File: src/rtl/cocochip_pkg.sv
// Shared definitions for the cocochip ADC front end: sequencer states,
// MUX channel codes and a small unsigned max helper.
package cocochip_pkg;

  typedef enum logic [2:0] {
    IDLE,
    SETTLE,
    CONVERT,
    WAIT_EOC,
    EMIT,
    DONE,
    ERROR
  } seq_state_e;

  localparam logic [1:0] CH_HIGH = 2'b00;
  localparam logic [1:0] CH_MID  = 2'b01;
  localparam logic [1:0] CH_LOW  = 2'b10;

  // Ties keep the held value.
  function automatic logic [7:0] max_u8(input logic [7:0] held, input logic [7:0] cand);
    return (cand > held) ? cand : held;
  endfunction

endpackage

File: src/rtl/cocochip_adc_sequencer_if.sv
// ADC/MUX control and per-channel peak stream of the ADC sequencer.
interface cocochip_adc_sequencer_if;
  logic       adc_eoc;
  logic [7:0] adc_dout;
  logic       adc_convst;
  logic [1:0] adc_channel_sel;
  logic [7:0] peak_data;
  logic       peak_valid;
  logic [1:0] peak_channel;

  modport master (
    input  adc_eoc, adc_dout,
    output adc_convst, adc_channel_sel, peak_data, peak_valid, peak_channel
  );

  modport slave (
    output adc_eoc, adc_dout,
    input  adc_convst, adc_channel_sel, peak_data, peak_valid, peak_channel
  );
endinterface

File: src/rtl/cocochip_sync2.sv
// Generic 2-flop synchroniser, asynchronous active-low reset.
module cocochip_sync2 #(
  parameter int WIDTH = 1
) (
  input  logic             clk,
  input  logic             reset_n,
  input  logic [WIDTH-1:0] d,
  output logic [WIDTH-1:0] q
);
  logic [1:0][WIDTH-1:0] sync_pipe;

  always_ff @(posedge clk or negedge reset_n) begin
    if (!reset_n) sync_pipe <= '0;
    else          sync_pipe <= {sync_pipe[0], d};
  end

  assign q = sync_pipe[1];
endmodule

File: src/rtl/cocochip_adc_sequencer.sv
// Walks the analog MUX through high/mid/low, settles, converts SAMPLES_PER_CH
// times per channel and emits one peak per channel; aborts to ERROR on EOC timeout.
module cocochip_adc_sequencer
  import cocochip_pkg::*;
#(
  parameter int SETTLE_CYCLES  = 500,
  parameter int SAMPLES_PER_CH = 16,
  parameter int TIMEOUT_CYCLES = 1000
) (
  input  logic                            clk,
  input  logic                            reset_n,
  input  logic                            start,
  cocochip_adc_sequencer_if.master        adc,
  output logic                            busy,
  output logic                            done,
  output logic                            error
);
  localparam int SW = $clog2(SETTLE_CYCLES + 1);
  localparam int NW = $clog2(SAMPLES_PER_CH + 1);
  localparam int TW = $clog2(TIMEOUT_CYCLES + 1);

  localparam logic [SW-1:0] SETTLE_LAST = SW'(SETTLE_CYCLES - 1);
  localparam logic [NW-1:0] SAMPLES_N   = NW'(SAMPLES_PER_CH);
  // The convst cycle is the first cycle of the timeout window, so WAIT_EOC
  // gives up on its (TIMEOUT_CYCLES-1)th cycle.
  localparam int            TMO_LAST_I  = (TIMEOUT_CYCLES > 1) ? TIMEOUT_CYCLES - 2 : 0;
  localparam logic [TW-1:0] TMO_LAST    = TW'(TMO_LAST_I);

  seq_state_e    state, state_nxt;
  logic [SW-1:0] settle_cnt;
  logic [NW-1:0] samp_cnt, samp_nxt;
  logic [TW-1:0] tmo_cnt;
  logic [1:0]    ch;
  logic [7:0]    peak;
  logic          eoc_s, eoc_q, eoc_rise;

  cocochip_sync2 #(.WIDTH(1)) u_eoc_sync (
    .clk     (clk),
    .reset_n (reset_n),
    .d       (adc.adc_eoc),
    .q       (eoc_s)
  );

  // A level already high at CONVERT never shows up as a rise here.
  assign eoc_rise = eoc_s & ~eoc_q;
  assign samp_nxt = samp_cnt + 1'b1;

  always_ff @(posedge clk or negedge reset_n) begin
    if (!reset_n) state <= IDLE;
    else          state <= state_nxt;
  end

  always_comb begin
    state_nxt           = state;
    adc.adc_convst      = 1'b0;
    adc.adc_channel_sel = ch;
    adc.peak_data       = peak;
    adc.peak_valid      = 1'b0;
    adc.peak_channel    = ch;
    busy                = 1'b0;
    done                = 1'b0;
    error               = 1'b0;
    unique case (state)
      IDLE: begin
        if (start) state_nxt = SETTLE;
      end
      ERROR: begin
        error = 1'b1;
        if (start) state_nxt = SETTLE;
      end
      SETTLE: begin
        busy = 1'b1;
        if (settle_cnt == SETTLE_LAST) state_nxt = CONVERT;
      end
      CONVERT: begin
        busy           = 1'b1;
        adc.adc_convst = 1'b1;
        state_nxt      = WAIT_EOC;
      end
      WAIT_EOC: begin
        busy = 1'b1;
        if (eoc_rise)                state_nxt = (samp_nxt == SAMPLES_N) ? EMIT : CONVERT;
        else if (tmo_cnt == TMO_LAST) state_nxt = ERROR;
      end
      EMIT: begin
        busy           = 1'b1;
        adc.peak_valid = 1'b1;
        state_nxt      = (ch == CH_LOW) ? DONE : SETTLE;
      end
      DONE: begin
        done      = 1'b1;
        state_nxt = IDLE;
      end
      default: state_nxt = IDLE;
    endcase
  end

  always_ff @(posedge clk or negedge reset_n) begin
    if (!reset_n) begin
      settle_cnt <= '0;
      samp_cnt   <= '0;
      tmo_cnt    <= '0;
      ch         <= CH_HIGH;
      peak       <= '0;
      eoc_q      <= 1'b0;
    end else begin
      eoc_q <= eoc_s;
      case (state)
        IDLE, ERROR: begin
          if (start) begin
            ch         <= CH_HIGH;
            settle_cnt <= '0;
            samp_cnt   <= '0;
          end
        end
        SETTLE:  settle_cnt <= settle_cnt + 1'b1;
        CONVERT: tmo_cnt    <= '0;
        WAIT_EOC: begin
          tmo_cnt <= tmo_cnt + 1'b1;
          if (eoc_rise) begin
            peak     <= (samp_cnt == '0) ? adc.adc_dout : max_u8(peak, adc.adc_dout);
            samp_cnt <= samp_nxt;
          end
        end
        EMIT: begin
          if (ch != CH_LOW) begin
            ch         <= ch + 1'b1;
            samp_cnt   <= '0;
            settle_cnt <= '0;
          end
        end
        default: ;
      endcase
    end
  end
endmodule

File: src/flat_wrapper.sv
// flat-port wrapper written by rule: the top's interface ports become plain ports
module cocochip_adc_sequencer_flat import cocochip_pkg::*;
#(
  parameter int SETTLE_CYCLES  = 500,
  parameter int SAMPLES_PER_CH = 16,
  parameter int TIMEOUT_CYCLES = 1000
)
  (clk, reset_n, start, busy, done, error, adc_adc_eoc, adc_adc_dout, adc_adc_convst, adc_adc_channel_sel, adc_peak_data, adc_peak_valid, adc_peak_channel);
  cocochip_adc_sequencer_if adc_i ();
  input  logic clk;
  input  logic reset_n;
  input  logic start;
  output logic busy;
  output logic done;
  output logic error;
  input wire logic [$bits(adc_i.adc_eoc)-1:0] adc_adc_eoc;
  input wire logic [$bits(adc_i.adc_dout)-1:0] adc_adc_dout;
  output wire logic [$bits(adc_i.adc_convst)-1:0] adc_adc_convst;
  output wire logic [$bits(adc_i.adc_channel_sel)-1:0] adc_adc_channel_sel;
  output wire logic [$bits(adc_i.peak_data)-1:0] adc_peak_data;
  output wire logic [$bits(adc_i.peak_valid)-1:0] adc_peak_valid;
  output wire logic [$bits(adc_i.peak_channel)-1:0] adc_peak_channel;
  assign adc_i.adc_eoc = adc_adc_eoc;
  assign adc_i.adc_dout = adc_adc_dout;
  assign adc_adc_convst = adc_i.adc_convst;
  assign adc_adc_channel_sel = adc_i.adc_channel_sel;
  assign adc_peak_data = adc_i.peak_data;
  assign adc_peak_valid = adc_i.peak_valid;
  assign adc_peak_channel = adc_i.peak_channel;
  cocochip_adc_sequencer #(.SETTLE_CYCLES(SETTLE_CYCLES), .SAMPLES_PER_CH(SAMPLES_PER_CH), .TIMEOUT_CYCLES(TIMEOUT_CYCLES)) u_core (.clk(clk), .reset_n(reset_n), .start(start), .adc(adc_i), .busy(busy), .done(done), .error(error));
endmodule
File: config.mk
export PLATFORM = sky130hd
export DESIGN_NAME = cocochip_adc_sequencer_flat
export DESIGN_NICKNAME = d
export VERILOG_FILES = /design/src/rtl/cocochip_pkg.sv /design/src/rtl/cocochip_adc_sequencer_if.sv /design/src/rtl/cocochip_sync2.sv /design/src/rtl/cocochip_adc_sequencer.sv /design/src/flat_wrapper.sv
export SDC_FILE = /design/constraint.sdc
export NUM_CORES = 1
export LEC_CHECK = 0
export CORE_UTILIZATION = 30
export DETAILED_ROUTE_END_ITERATION = 7
export PLACE_DENSITY_LB_ADDON = 0.12
export SYNTH_ARGS = -nofsm -noshare
export SYNTH_HDL_FRONTEND = slang
export SYNTH_SLANG_ARGS = --single-unit
File: constraint.sdc
create_clock -name clk -period 3.6 [get_ports clk]
set_clock_uncertainty 0.05 [all_clocks]
set_input_delay 0.54 -clock clk [delete_from_list [all_inputs] [get_ports clk]]
set_output_delay 0.54 -clock clk [all_outputs]
set_load 0.01 [all_outputs]
==> impl_metrics.env <==
export IMPL_core_area_sq_mm=0.00737
export IMPL_hold_buffers=0
export IMPL_synthFlopType="dfrtp_1"
export IMPL_rsz0062_at_grt="no"
export IMPL_clkSinkCount=40
export IMPL_vias_per_cell=4.74
export IMPL_grt_pass1_wl_mm=8.32
export IMPL_seqCellArea_sq_mm=0.00100
export IMPL_crit_required_ns=3.01
export IMPL_holdWs_ns=0.314
export IMPL_port_buffers=28
export IMPL_synth_cells_most_frequent="dfrtp_1, nand2_1, nor2_1"
export IMPL_fin_setup_tns_ns=0
export IMPL_synth_net_count=267
export IMPL_cpLargestDelayFamily="buffers and inverters"
export IMPL_path_depth=3
export IMPL_remaining_drc_errors=0
export IMPL_crit_arrival_ns=2.15
export IMPL_fmax_ghz=0.365
export IMPL_synth_cell_types=48
export IMPL_synth_yosys_seq_area_share_pct=43.0
export IMPL_drv_cap=0
export IMPL_cp_buffers_inverters=2
export IMPL_h_tree_depth=2
export IMPL_cp_max_fo=14
export IMPL_met2_usage_pct=18.1
export IMPL_hpwl_mm=3.19
export IMPL_wirelength_mm=4.66
export IMPL_p_leak_nw=1.17
export IMPL_grt_pass1_vias=1681
export IMPL_post_route_period_util_pct=76.0
export IMPL_endpoint_kind="output pin"
export IMPL_diodes=0
export IMPL_vias=1739
export IMPL_hold_viol=0
export IMPL_slew_viol_final=0
export IMPL_cts_buffers=5
export IMPL_grt_util_met3_pct=3.05
export IMPL_postCtsSetupBuffers=0
export IMPL_setup_viol=0
export IMPL_nFillCells=773
export IMPL_grtUsageTotal_pct=12.7
export IMPL_num_io_pins=29
export IMPL_netlist_area_sq_mm=0.00233
export IMPL_wl_per_cell_microns=12.7
export IMPL_ys_top_cells_by_area="dfrtp_1, ha_1, mux2_2, nand2_1, nor2_1"
export IMPL_ir_drop_mv=0.274
export IMPL_critPathLaunchType="flip-flop"
export IMPL_synth_largest_area_cell="dfrtp_1"
export IMPL_cts_tree="yes"
export IMPL_overflow=0
export IMPL_critPathKind="reg -> out"
export IMPL_fin_nets=293
export IMPL_path_clk_slew_ns=0.08
export IMPL_clock_root_buffer="clkbuf_8"
export IMPL_hold_path_class="reg -> reg"
export IMPL_dr_pass1_iters=4
export IMPL_rows=31
export IMPL_multi_input_area_sq_mm=0.00120
export IMPL_synthToLayoutAreaGrowth_pct=19.6
export IMPL_grt_antenna_before_repair=0
export IMPL_grt_met1_usage_pct=18.5
export IMPL_synthArstFlopShare_pct=100
export IMPL_synth_edf_count=0
export IMPL_synth_seq_cells=40
export IMPL_synthCells=241
export IMPL_ys_warn_count=0
export IMPL_drtAntennaViolNets=0
export IMPL_cts_resized=0
export IMPL_initial_core_util_pct=31.6
export IMPL_worst_pin_slew_ns=0.940
export IMPL_cts_path_max_buffers=2
export IMPL_layout_drive_gt1_share_pct=8.96
export IMPL_crit_chain="inv_1 -> nor3b_1 -> clkdlybuf4s50_1"
export IMPL_post_synth_top_count_cell="dfrtp_1"
export IMPL_die_area_sq_mm=0.00811
export IMPL_gp_congestion=0.698
export IMPL_synth_top_cell_area_share_pct=43.0
export IMPL_min_period_ns=2.74
export IMPL_whs_path_depth=0
export IMPL_r2r_cells=7
export IMPL_top_usage_layer="met1"
export IMPL_slowest_stage="dfrtp_1"
export IMPL_first_iter_violations=85
export IMPL_p_per_area_mw_per_mm2=689
export IMPL_placed_cells=359
export IMPL_status="finished, final reports clean"
export IMPL_postSynthAreaPerCell_sq_um=9.66
export IMPL_fin_cells=367
export IMPL_fp_dieH_microns=90.1
export IMPL_grt_start_max_net_pins=41
export IMPL_cpPeakStageDelay_ns=0.62
export IMPL_die_width_microns=90.1
export IMPL_clk_insertion_delay_late_ns=0.29
export IMPL_maxSlewHeadroom_pct=37.3
[worst paths after layout]
path,start,endpoint,slack [ns]
worst max register to register,u_core.adc.peak_data[1],u_core.adc.peak_data[2],1.30
max in group asynchronous,reset_n,u_core.state[1],2.58
min in group asynchronous,reset_n,u_core.samp_cnt[1],0.34
worst min register to register,u_core.u_eoc_sync.sync_pipe[0],u_core.u_eoc_sync.q,0.31
worst min-delay path,u_core.u_eoc_sync.sync_pipe[0],u_core.u_eoc_sync.q,0.31
worst max-delay path,u_core.state[0],done,0.86
[placed cells by master (no fill, tap or decap), types with 2 or more instances in the layout]
| cell type | n |
|---|---|
| a21oi_1 | 7 |
| nor3_1 | 7 |
| clkbuf_8 | 5 |
| o22ai_1 | 2 |
| mux2i_1 | 7 |
| nor2_1 | 20 |
| nor4_1 | 3 |
| and3_1 | 2 |
| or3_1 | 3 |
| nand3_1 | 10 |
| ha_1 | 14 |
| nand3b_1 | 2 |
| xnor2_1 | 7 |
| nand2b_1 | 4 |
| o21ai_0 | 14 |
| mux2_2 | 8 |
| nand2_1 | 23 |
| dfrtp_1 | 40 |
| nand4_1 | 5 |
| nor2b_1 | 4 |
| inv_1 | 18 |
| nand4b_1 | 3 |
| xor2_1 | 3 |
| nor3b_1 | 2 |
| clkdlybuf4s50_1 | 27 |
| a22o_1 | 4 |
[where the power goes]
group | total [mW] | internal, mW | switching (mW) | leakage, nW
logic | 0.809 | 0.412 | 0.397 | 0.600
clock network | 0.369 | 0.205 | 0.163 | 0.0541
registers | 0.740 | 0.569 | 0.171 | 0.520
[sequential cells by signal, indices dropped and copies added (netlist names)]
| register | count |
|---|---|
| u_core.adc.adc_channel_sel | 2 |
| u_core.adc.peak_data | 8 |
| u_core.eoc_q | 1 |
| u_core.samp_cnt | 5 |
| u_core.settle_cnt | 9 |
| u_core.state | 3 |
| u_core.tmo_cnt | 10 |
| u_core.u_eoc_sync.q | 1 |
| u_core.u_eoc_sync.sync_pipe | 1 |
[per-layer routing]
| layer | vias to the layer above | part of all wire [%] | wire, microns |
|---|---|---|---|
| met4 | 0 | 1.6 | 74 |
| met5 | - | 0 | 0 |
| met3 | 8 | 4.4 | 206 |
| met1 | 797 | 53 | 2470 |
| met2 | 39 | 41 | 1900 |
| li1 | 895 | - | - |
[logic make-up after synthesis]
logic type | share of synthesized area (%)
simple gates | 21.1
mux | 6.88
compound gates | 12.1
xor+xnor | 3.76
flops | 43.0
fa+ha+maj | 7.53
buf+inv | 5.59
[metrics by stage]
stage | area (sq um) | total power [mW] | setup slack (ns) | utilization (%)
2_1_floorplan | 2330 | 1.28 | 1.37 | -
3_3_place_gp | 2670 | 1.56 | 0.728 | 36.2
3_5_place_dp | 2670 | 1.57 | 0.730 | 36.2
4_1_cts | 2780 | 1.96 | 0.819 | 37.8
5_1_grt | 2780 | 2.09 | 0.719 | 37.8
6_report | 2780 | 1.92 | 0.862 | 37.8
[cell type report]
cell class	instances	share of cell area, %
multi-input cells	173	43.0
flip-flops and latches	40	36.0
repair buffers	29	10.2
well taps	99	4.45
clock buffers	5	2.47
inverters	18	2.43
clock inverters	3	1.53
Power figures use the tool's default switching activity.
